--- src/rtl/serial_pkg.sv ---
// Shared types and constants for the host serial link (transmitter now, receiver later).
package serial_pkg;

  typedef enum logic [1:0] {
    IDLE  = 2'd0,
    START = 2'd1,
    DATA  = 2'd2,
    STOP  = 2'd3
  } tx_state_t;

  localparam int CLK_PER_BIT_DEF = 50;
  localparam int FRAME_BITS      = 10;
  // 8N1: everything in the frame except the start and stop bits is payload
  localparam int DATA_W          = FRAME_BITS - 2;
  localparam int BIT_IDX_W       = $clog2(DATA_W);

endpackage

--- src/rtl/sync_2ff.sv ---
// Two-flop synchronizer for a single asynchronous level, with a selectable reset value.
module sync_2ff #(
  parameter logic RST_VAL = 1'b0
) (
  input  logic clk,
  input  logic rst,
  input  logic d_i,
  output logic q_o
);

  logic meta_q;
  logic sync_q;

  always_ff @(posedge clk or posedge rst) begin
    if (rst) begin
      meta_q <= RST_VAL;
      sync_q <= RST_VAL;
    end else begin
      meta_q <= d_i;
      sync_q <= meta_q;
    end
  end

  assign q_o = sync_q;

endmodule

--- src/rtl/serial_tx.sv ---
// 8N1 UART transmitter with a one-byte holding register and a synchronized host-side hold input.
module serial_tx
  import serial_pkg::*;
#(
  parameter int CLK_PER_BIT = CLK_PER_BIT_DEF
) (
  input  logic              clk,
  input  logic              rst,
  input  logic              new_data,
  input  logic [DATA_W-1:0] data,
  input  logic              block,
  output logic              tx,
  output logic              tx_block,
  output logic              dropped
);

  localparam int                   CNT_W    = $clog2(CLK_PER_BIT);
  localparam logic [CNT_W-1:0]     CNT_LAST = CNT_W'(CLK_PER_BIT - 1);
  localparam logic [BIT_IDX_W-1:0] BIT_LAST = BIT_IDX_W'(DATA_W - 1);

  tx_state_t             state_q, state_d;
  logic [CNT_W-1:0]      cnt_q, cnt_d;
  logic [BIT_IDX_W-1:0]  bit_q, bit_d;
  logic                  hold_full_q, hold_full_d;
  logic                  tx_q, tx_d;
  logic                  dropped_q, dropped_d;
  logic [DATA_W-1:0]     shift_q, shift_d;
  logic [DATA_W-1:0]     hold_q, hold_d;

  logic block_s;
  logic accept;
  logic bit_end;

  sync_2ff #(
    .RST_VAL (1'b1)
  ) u_block_sync (
    .clk (clk),
    .rst (rst),
    .d_i (block),
    .q_o (block_s)
  );

  // Flow control is an OR of flops only, so new_data never feeds back into tx_block
  assign tx_block = hold_full_q | block_s;
  assign accept   = new_data & ~tx_block;
  assign bit_end  = (cnt_q == CNT_LAST);

  // State register: control flops carry the asynchronous reset
  always_ff @(posedge clk or posedge rst) begin
    if (rst) begin
      state_q     <= IDLE;
      cnt_q       <= '0;
      bit_q       <= '0;
      hold_full_q <= 1'b0;
      tx_q        <= 1'b1;
      dropped_q   <= 1'b0;
    end else begin
      state_q     <= state_d;
      cnt_q       <= cnt_d;
      bit_q       <= bit_d;
      hold_full_q <= hold_full_d;
      tx_q        <= tx_d;
      dropped_q   <= dropped_d;
    end
  end

  // Byte storage is qualified by state/hold_full, so it needs no reset
  always_ff @(posedge clk) begin
    shift_q <= shift_d;
    hold_q  <= hold_d;
  end

  // Next-state: FSM, bit-time counter, bit index, shifter and holding register
  always_comb begin
    state_d     = state_q;
    cnt_d       = cnt_q;
    bit_d       = bit_q;
    shift_d     = shift_q;
    hold_d      = hold_q;
    hold_full_d = hold_full_q;

    if (state_q != IDLE) begin
      cnt_d = bit_end ? '0 : cnt_q + CNT_W'(1);
    end

    unique case (state_q)
      IDLE: begin
        // accept already implies hold is empty and block_s is low
        if (accept) begin
          shift_d = data;
          cnt_d   = '0;
          state_d = START;
        end else if (hold_full_q && !block_s) begin
          shift_d     = hold_q;
          hold_full_d = 1'b0;
          cnt_d       = '0;
          state_d     = START;
        end
      end
      START: begin
        if (bit_end) begin
          bit_d   = '0;
          state_d = DATA;
        end
      end
      DATA: begin
        if (bit_end) begin
          shift_d = shift_q >> 1;
          bit_d   = bit_q + BIT_IDX_W'(1);
          if (bit_q == BIT_LAST) begin
            state_d = STOP;
          end
        end
      end
      STOP: begin
        if (bit_end) begin
          if (hold_full_q && !block_s) begin
            shift_d     = hold_q;
            hold_full_d = 1'b0;
            state_d     = START;
          end else begin
            state_d = IDLE;
          end
        end
      end
      default: state_d = IDLE;
    endcase

    // While a frame is running the accepted byte waits in hold; never collides
    // with the hold-to-shifter move because accept needs hold empty
    if (accept && (state_q != IDLE)) begin
      hold_d      = data;
      hold_full_d = 1'b1;
    end
  end

  // Output: the line is registered from the next state so the start bit lands one cycle after accept
  always_comb begin
    tx_d = 1'b1;
    unique case (state_d)
      IDLE:    tx_d = 1'b1;
      START:   tx_d = 1'b0;
      DATA:    tx_d = shift_d[0];
      STOP:    tx_d = 1'b1;
      default: tx_d = 1'b1;
    endcase
    dropped_d = new_data & tx_block;
  end

  assign tx      = tx_q;
  assign dropped = dropped_q;

endmodule

--- config.mk ---
export PLATFORM = sky130hd
export DESIGN_NAME = serial_tx
export DESIGN_NICKNAME = d
export VERILOG_FILES = /design/src/rtl/serial_pkg.sv /design/src/rtl/sync_2ff.sv /design/src/rtl/serial_tx.sv
export SDC_FILE = /design/constraint.sdc
export NUM_CORES = 1
export LEC_CHECK = 0
export ABC_AREA = 1
export ABC_CLOCK_PERIOD_IN_PS = 3200
export BUFFER_PORTS_ARGS = -buffer_cell sky130_fd_sc_hd__buf_2
export CORE_MARGIN = 3
export CORE_UTILIZATION = 40
export CTS_BUF_LIST = sky130_fd_sc_hd__clkbuf_2 sky130_fd_sc_hd__clkbuf_4 sky130_fd_sc_hd__clkbuf_8
export CTS_CLUSTER_SIZE = 28
export DETAILED_ROUTE_END_ITERATION = 8
export PLACE_DENSITY = 0.58
export SETUP_SLACK_MARGIN = 0.2
export SYNTH_ARGS = -nofsm -noshare
export SYNTH_HDL_FRONTEND = slang
export SYNTH_HIERARCHICAL = 1
export SYNTH_SLANG_ARGS = --single-unit
--- constraint.sdc ---
create_clock -name clk -period 3.2 [get_ports clk]
set_clock_uncertainty 0.05 [all_clocks]
set_input_delay 0.64 -clock clk [delete_from_list [all_inputs] [get_ports clk]]
set_output_delay 0.64 -clock clk [all_outputs]
set_load 0.01 [all_outputs]
==> results.cfg, run 1 <==
[critical_path]
worst_r2r_path_depth = 9
timing.reg2reg.setup_slack_ps = 1460
crit_end = tx_block
worstPathBufferInverterCount = 2
slowest_stage = dfrtp_1
cp_cell_sequence = nor2_2 > inv_1 > buf_2
slowest_delay_ps = 430
r2r-end = tx$_DFF_PP1_
cp.depth = 3
cp_data_arrival_time_ps = 1100
cpLargestDelayFamily = flip-flops
end_kind = output port
startpoint = hold_full_q$_DFFE_PP0P_
crit_fanout = 5
critical_path_required_ps = 2510
r2r-start = u_block_sync/q_o$_DFF_PP1_
worstSetupPathType = reg2out
crit_path_start_kind = flop

[synthesis]
synth_top_area_cell = edfxtp_1
netlist_instances = 166
syn_avg_cell_area_um2 = 10.0
ys_ff_latch = 32
synth_cell_types = 30
synth_nets = 182
ys_warn_count = 6
synth_top_area_share_pct = 27.0
ys_top_cells_by_area = edfxtp_1, dfrtp_1, nand2_1, dfstp_2, nand3_1
ys_seq_area_share_pct = 52.5
syn-cell-area_um2 = 1670

[timing]
rsz0062_at_grt = no
relSlewSlack_pct = 55.1
fin_tns_setup_ps = 0
max_freq_mhz = 560
worstMarginPinSlew_ps = 671
min_period_ps = 1790
setup_ws_ps = 1410
period_share_pct = 55.8
setup_viol = 0
hold_viol_final = 0
drv_slew = 0

[floorplan]
die_y_um = 70.6
dieWidth_um = 70.6
pin_count = 15
fp-row-count = 22
die_area_um2 = 4980
start_util_pct = 43.6
coreArea_um2 = 3830

[finish]
final_common_cell = nand2_1
mostFrequentLayoutCells = nand2_1, inv_1, nand3_1, edfxtp_1, buf_2
final_cells = 235
drive_gt1_share_pct = 31.6
antennaDiodeCount = 0
finalNetCount = 202
area_growth_pct = 12.5

[global_route]
grt_pass1_vias = 1229
grt_pass1_wl_um = 5550
grt_max_degree = 16
track_usage_pct = 14.2
grt_antenna_before_repair = 0
grt_overflow = 0

[clock_network]
ctsHoldBuffers = 0
cts-htree-levels = 2
clk_pin_slew_ps = 60
clock_latency_ps = 280
tritoncts = yes
clockBufferDepth = 2
clock-sinks = 32
cts_buffers = 5
clock-root-buffer = clkbuf_8
cts_resized = 0
post-cts-setup-buffers = 0

[power_and_ir_drop]
leakagePower_nw = 0.846
power_density_nw_per_um2 = 424
finalPower_mw = 0.795
ir_drop_uv = 179

[min_path]
min_path_type = reg2reg

[detailed_routing]
wirelength_um = 3190
wl_per_cell_um = 13.6
post-route-drc-count = 0
drt-vias-per-instance = 4.99
postRouteAntennaNets = 0
num_vias = 1173
first_iter_violations = 65
first_pass_iters = 4

[placed_design]
dp_hpwl_um = 2380
numPlacedInstances = 227
dp_slack_ps = 1360
io_buffer_count = 14
gp_congestion = 0.768

[run]
max-cap-violations = 0

[status]
status = complete, no violations
==> registers in the layout (all words and copies together) (netlist names) <==
name and flops:
hold_q 8, state_q 2, bit_q 3, tx 1, hold_full_q 1, u_block_sync/meta_q 1
dropped 1, u_block_sync/q_o 1, cnt_q 6, shift_q 8
==> logic make-up after synthesis <==
| group | after synthesis | share of synthesized area, % |
|---|---|---|
| and+or+nand+nor | 72 | 23.1 |
| buffers and inverters | 30 | 7.28 |
| adders and majority gates | 4 | 3.00 |
| muxes | 4 | 2.40 |
| AOI/OAI and AO/OA | 20 | 9.61 |
| DFF | 32 | 52.5 |
| xor gates and xnor gates | 4 | 2.10 |
==> final cells by class <==
type	count	area, um^2
Multi-Input combinational cell	104	671
Tap cell	48	60.1
Timing Repair Buffer	15	77.6
Fill cell	355	1950
Inverter	28	105
Clock inverter	1	3.75
Clock buffer	7	83.8
Sequential cell	32	875
==> per-layer routing <==
metal | global-route usage (%) | wire, um | up-vias
met4 | 5.22 | 39 | 0
li1 | - | - | 592
met2 | 23.2 | 1540 | 25
met5 | 0 | 0 | -
met3 | 4.83 | 165 | 5
met1 | 17.5 | 1440 | 551
==> worst reg2reg max path, cell delays in order, from the launching register on <==
cell	delay, ps
dfstp_2	550
inv_1	70
nand2_1	370
nand2_1	90
nand2_1	110
nand2_1	50
nand2_1	70
nand4_1	150
nand2_1	110
nand2_1	50
==> power breakdown <==
part           total [mW]  switching [mW]  internal, mW
combinational      0.0445          0.0290        0.0154
clock               0.307           0.139         0.168
sequential          0.444         0.00501         0.439
==> synth_stat cells <==
cell	n
nand2_1	29
inv_1	16
edfxtp_1	15
nand3_1	15
dfrtp_1	13
inv_2	12
nor2_1	7
o211ai_2	6
nand2_2	5
nor2_4	5
ha_1	4
mux2i_1	4
o21ai_0	4
o22ai_1	4
dfstp_2	3
xor2_1	3
a21oi_1	2
a22o_1	2
nand2_4	2
nand3_2	2
nand3b_1	2
nand4_1	2
nor2_2	2
buf_2	1
buf_6	1
dfxtp_1	1
nor3_1	1
o21ai_1	1
o31ai_1	1
xnor2_1	1
==> metrics by stage <==
stage	utilization [%]	area [um^2]	hold slack, ps
after floorplan	-	1670	295
after CTS	49.0	1880	308
after global routing	49.0	1880	309
after global placement	46.7	1790	299
after detailed placement	46.7	1790	299
final	49.0	1880	308
==> worst min path at each step <==
stage                                  startpoint  cells past startpoint                         end  slack (ps)
finish              u_block_sync/meta_q$_DFF_PP1_                      0  u_block_sync/q_o$_DFF_PP1_         310
global route        u_block_sync/meta_q$_DFF_PP1_                      0  u_block_sync/q_o$_DFF_PP1_         310
CTS                 u_block_sync/meta_q$_DFF_PP1_                      0  u_block_sync/q_o$_DFF_PP1_         310
detailed placement  u_block_sync/meta_q$_DFF_PP1_                      0  u_block_sync/q_o$_DFF_PP1_         300
global placement    u_block_sync/meta_q$_DFF_PP1_                      0  u_block_sync/q_o$_DFF_PP1_         300
floorplan           u_block_sync/meta_q$_DFF_PP1_                      0  u_block_sync/q_o$_DFF_PP1_         300
No activity file was read; power rests on OpenSTA's default activity.
==> run 2: changes to the inputs <==
--- a/config.mk
+++ b/config.mk
@@ -5,8 +5,8 @@
 export SDC_FILE = /design/constraint.sdc
 export NUM_CORES = 1
 export LEC_CHECK = 0
-export ABC_AREA = 1
-export ABC_CLOCK_PERIOD_IN_PS = 3200
+export ABC_AREA = 0
+export ABC_CLOCK_PERIOD_IN_PS = 1700
 export BUFFER_PORTS_ARGS = -buffer_cell sky130_fd_sc_hd__buf_2
 export CORE_MARGIN = 3
 export CORE_UTILIZATION = 40
==> constraint.sdc (replaced) <==
create_clock -name clk -period 1.7 [get_ports clk]
set_clock_uncertainty 0.05 [all_clocks]
set_input_delay 0.34 -clock clk [delete_from_list [all_inputs] [get_ports clk]]
set_output_delay 0.34 -clock clk [all_outputs]
set_load 0.01 [all_outputs]
==> results.cfg, run 2 <==
[status]
status = finished with violations
failed_checks = setup timing

[critical_path]
timing.reg2reg.setup_slack_ps = -4
r2r-end = shift_q[1]$_DFFE_PP_
r2r-start = cnt_q[1]$_DFF_PP0_
worstSetupPathType = reg2reg
crit_path_start_kind = flop
critical_path_required_ps = 1690
end_kind = flop
cp_data_arrival_time_ps = 1690
crit_fanout = 6
worst_r2r_path_depth = 6

[timing]
relSlewSlack_pct = 63.5
min_period_ps = 1700
setup_ws_ps = -4.34
max_freq_mhz = 587
setup_viol = 2
drv_slew = 0
period_share_pct = 100
hold-worst-slack_ps = 21.2
worstMarginPinSlew_ps = 547
hold_viol_final = 0
rsz0062_at_grt = yes

[synthesis]
synth_top_area_cell = edfxtp_1
dominantRegCellSynth = edfxtp_1
synth_most_common_cell = nand2_1
ys_seq_area_share_pct = 52.1
ys_ff_latch = 32
synth_top_area_share_pct = 26.8
ys_top_cells_by_area = edfxtp_1, dfrtp_1, nand2_1, dfstp_2, a221o_1
syn_avg_cell_area_um2 = 10.6
synth_nets = 174
synth_edf_count = 15
synth_cell_types = 44
netlist_instances = 158
async_reset_ff_share_pct = 50.0
syn-cell-area_um2 = 1680
synth_common_cells = nand2_1, edfxtp_1, dfrtp_1
ys_warn_count = 6

[detailed_routing]
wl_per_cell_um = 15.5
post-route-drc-count = 0
num_vias = 1347
postRouteAntennaNets = 0
first_pass_iters = 4
wirelength_um = 3790
drt-vias-per-instance = 5.52
first_iter_violations = 94

[placed_design]
dp_slack_ps = -2.97
numPlacedInstances = 226
gp_congestion = 0.881
io_buffer_count = 14
dp_hpwl_um = 2640
placed_area_um2 = 1870

[clock_network]
clock_latency_ps = 290
ctsHoldBuffers = 0
clock-root-buffer = clkbuf_8
clockBufferDepth = 2
clock-sinks = 32
tritoncts = yes
cts-htree-levels = 2
clk_pin_slew_ps = 60
cts_buffers = 5

[floorplan]
fp-row-count = 22
die_area_um2 = 5010
die_y_um = 70.8
start_util_pct = 43.5
dieWidth_um = 70.8
coreArea_um2 = 3850
pin_count = 15

[global_route]
grt_pass1_vias = 1341
grt_max_degree = 15
track_usage_pct = 16.3
grt_antenna_before_repair = 0
grt_pass1_wl_um = 6330
grt_overflow = 0

[finish]
final_area_um2 = 2120
final_common_cell = nand2_1
mostFrequentLayoutCells = nand2_1, buf_4, edfxtp_1
area_growth_pct = 26.5
antennaDiodeCount = 0
drive_gt1_share_pct = 35.7
reg_top3 = hold_q: 8 flops, shift_q: 8 flops, cnt_q: 6 flops
final_cells = 244
finalNetCount = 211

[power_and_ir_drop]
ir_drop_uv = 684
power_density_nw_per_um2 = 1330
leakagePower_nw = 0.878

[run]
max-cap-violations = 0

[min_path]
min_path_type = in2async
-- run 2: changes by cell type after synthesis, sizes merged, moves of 4 or more --
cell | before | now
a221o | 0 | 7
o22ai | 4 | 0
nand3 | 17 | 3
o211ai | 6 | 0
nand2 | 36 | 27
inv | 28 | 6
or2 | 0 | 4
a21oi | 2 | 8
-- run 2: cells by family (layout without fill, tap and decap cells) --
kind of cell / Yosys count / count (layout) / synth area share (%)
compound gates: 39 / 39 / 18.1
mux: 2 / 2 / 1.19
xor+xnor: 4 / 4 / 2.09
fa+ha+maj: 4 / 4 / 2.98
buf+inv: 14 / 52 / 4.62
simple gates: 63 / 63 / 18.9
flops: 32 / 32 / 52.1
-- run 2: worst max-delay path by stage --
stage | cells past startpoint | slack [ps] | to | start
2_1_floorplan | 8 | -150 | shift_q[6]$_DFFE_PP_ | cnt_q[1]$_DFF_PP0_
3_3_place_gp | 5 | 30 | shift_q[3]$_DFFE_PP_ | new_data
3_5_place_dp | 6 | -3 | shift_q[1]$_DFFE_PP_ | cnt_q[1]$_DFF_PP0_
4_1_cts | 6 | -4 | shift_q[1]$_DFFE_PP_ | cnt_q[1]$_DFF_PP0_
5_1_grt | 6 | -100 | shift_q[5]$_DFFE_PP_ | cnt_q[1]$_DFF_PP0_
6_report | 6 | -4 | shift_q[1]$_DFFE_PP_ | cnt_q[1]$_DFF_PP0_
-- run 2: area by class of cell --
cell class,instances,area [um^2]
repair buffers,38,284
inverters,6,22.5
clock inverters,2,7.51
multi-input cells,112,797
flip-flops and latches,32,876
well taps,48,60.1
fillers,357,1730
clock buffers,6,76.3
-- run 2: routing by layer --
layer,GRT usage (%),up-vias,routed length [um]
met4,6.26,0,42
met2,24.5,38,1820
met3,5.82,4,179
li1,-,647,-
met1,21.7,658,1740
met5,0,-,0
-- run 2: report_power, final --
group	switching [mW]	internal, mW	total [mW]	leakage (nW)
registers	0.200	1.01	1.21	0.335
logic	0.511	0.533	1.04	0.499
clock network	0.277	0.295	0.572	0.0437
total	0.988	1.84	2.82	0.878
-- run 2: timing repair --
action	in CTS	in global routing
buffers inserted	8	2
pin swaps	8	5
endpoints found under the setup margin	35	34
gates resized for setup	14	7
-- run 2: metrics by stage --
stage	util (%)	total power, mW	TNS [ps]
final	55.1	2.82	-7.14
after global routing	55.1	3.03	-946
after CTS	54.2	2.77	-6.27
after detailed placement	48.5	2.08	-4.89
after global placement	48.5	2.04	0
after floorplan	-	1.77	-901
-- run 2: critical path, stage by stage (launching register included) --
cell and delay [ps]:
dfrtp_1 340, inv_1 50, ha_2 180, nor3b_4 150
and3_4 200, and2_4 170, a221o_1 320
==> run 3: changes to the inputs <==
--- a/config.mk
+++ b/config.mk
@@ -6,7 +6,7 @@
 export NUM_CORES = 1
 export LEC_CHECK = 0
 export ABC_AREA = 0
-export ABC_CLOCK_PERIOD_IN_PS = 1700
+export ABC_CLOCK_PERIOD_IN_PS = 2200
 export BUFFER_PORTS_ARGS = -buffer_cell sky130_fd_sc_hd__buf_2
 export CORE_MARGIN = 3
 export CORE_UTILIZATION = 40
==> constraint.sdc (replaced) <==
create_clock -name clk -period 2.2 [get_ports clk]
set_clock_uncertainty 0.05 [all_clocks]
set_input_delay 0.44 -clock clk [delete_from_list [all_inputs] [get_ports clk]]
set_output_delay 0.44 -clock clk [all_outputs]
set_load 0.01 [all_outputs]
==> results.cfg, run 3 (synthesized netlist as in run 2, its figures left out) <==
[timing]
fin_tns_setup_ps = 0
max_freq_mhz = 528
hold-worst-slack_ps = 125
period_share_pct = 86.1
hold_viol_final = 0
worstMarginPinSlew_ps = 627
relSlewSlack_pct = 58.0
drv_slew = 0
setup_viol = 0
rsz0062_at_grt = no
setup_ws_ps = 306
min_period_ps = 1890

[floorplan]
start_util_pct = 43.5
coreArea_um2 = 3850
fp-row-count = 22
dieWidth_um = 70.8
pin_count = 15
die_y_um = 70.8
die_area_um2 = 5010

[critical_path]
worstPathBufferInverterCount = 0
slowest_delay_ps = 430
crit_path_start_kind = flop
cpLargestDelayFamily = simple AND/OR/NAND/NOR gates
critical_path_required_ps = 2180
timing.reg2reg.setup_slack_ps = 310
crit_fanout = 10
worstSetupPathType = reg2reg
slowest_stage = dfrtp_1
end_kind = flop
cp_cell_sequence = ha_1 > nor3b_2 > and3_4 > and2_4 > a221o_1
cp_data_arrival_time_ps = 1880

[global_route]
grt_pass1_wl_um = 6110
grt_overflow = 0
grt_max_degree = 15
use_met1_pct = 20.8
grt_pass1_vias = 1272
grt_antenna_before_repair = 0
top_usage_layer = met2
use_met2_pct = 24.2
track_usage_pct = 15.5
use_met3_pct = 3.98

[detailed_routing]
post-route-drc-count = 0
first_pass_iters = 4
drt-vias-per-instance = 5.60
wl_per_cell_um = 15.2
num_vias = 1260
first_iter_violations = 67
wirelength_um = 3430
postRouteAntennaNets = 0

[power_and_ir_drop]
ir_drop_uv = 521
power_density_nw_per_um2 = 1090
finalPower_mw = 2.06
leakagePower_nw = 0.773

[finish]
finalNetCount = 192
reg_top3 = hold_q: 8 flops, shift_q: 8 flops, cnt_q: 6 flops
final_common_cell = nand2_1
area.sequential_um2 = 875
antennaDiodeCount = 0
area_growth_pct = 13.1
drive_gt1_share_pct = 23.2
nFillCells = 367
multiInputGateArea_um2 = 726
mostFrequentLayoutCells = nand2_1, edfxtp_1, buf_2

[placed_design]
gp_congestion = 0.811
io_buffer_count = 14
dp_hpwl_um = 2540
dp_slack_ps = 254

[clock_network]
post-cts-setup-buffers = 0
cts-htree-levels = 2
clock-root-buffer = clkbuf_8
clock_latency_ps = 280
tritoncts = yes
cts_resized = 0
cts_buffers = 5
ctsHoldBuffers = 0
clock-sinks = 32
clk_pin_slew_ps = 60
clockBufferDepth = 2

[min_path]
min_path_type = in2async

[status]
status = complete, no violations

[run]
max-cap-violations = 0
==> run 3: final timing paths <==
kind | depth (start not counted) | from | end
setup reg to reg | 5 | cnt_q[0]$_DFF_PP0_ | shift_q[1]$_DFFE_PP_
min in group clk | 1 | block | u_block_sync/meta_q$_DFF_PP1_
hold reg to reg | 0 | u_block_sync/meta_q$_DFF_PP1_ | u_block_sync/q_o$_DFF_PP1_
setup / recovery | 5 | cnt_q[0]$_DFF_PP0_ | shift_q[1]$_DFFE_PP_
hold / removal | 2 | rst | u_block_sync/meta_q$_DFF_PP1_
max in group asynchronous | 2 | rst | tx$_DFF_PP1_
==> run 3: layer usage <==
layer | part of all wire, % | vias up
met5 | 0 | -
met4 | 1.2 | 0
met3 | 4.8 | 6
met2 | 48 | 31
met1 | 46 | 618
li1 | - | 605
==> run 3: power by group <==
part           switching (mW)  internal, mW
logic                   0.319         0.277
registers               0.146         0.779
clock network           0.211         0.329
==> run 3: stage by stage <==
step / instance area, um^2 / util [%] / instances
5_1_grt: 1900 / 49.2 / 225
2_1_floorplan: 1680 / - / 158
6_report: 1900 / 49.2 / 225
4_1_cts: 1900 / 49.2 / 225
3_5_place_dp: 1790 / 46.5 / 217
3_3_place_gp: 1790 / 46.5 / 217
==> run 3: worst reg2reg max path, delay by kind of cell (launching register included) <==
kind	cells	cell delay, ps
DFF	1	430
AOI/OAI and AO/OA	1	360
and+or+nand+nor	3	570
adders and majority gates	1	240
==> run 3: area by class of cell <==
class	instances	share of cell area, %
Tap cell	48	3.17
Sequential cell	32	46.1
Inverter	6	1.19
Multi-Input combinational cell	112	38.3
Clock buffer	5	3.63
Timing Repair Buffer	19	5.67
Clock inverter	3	1.98
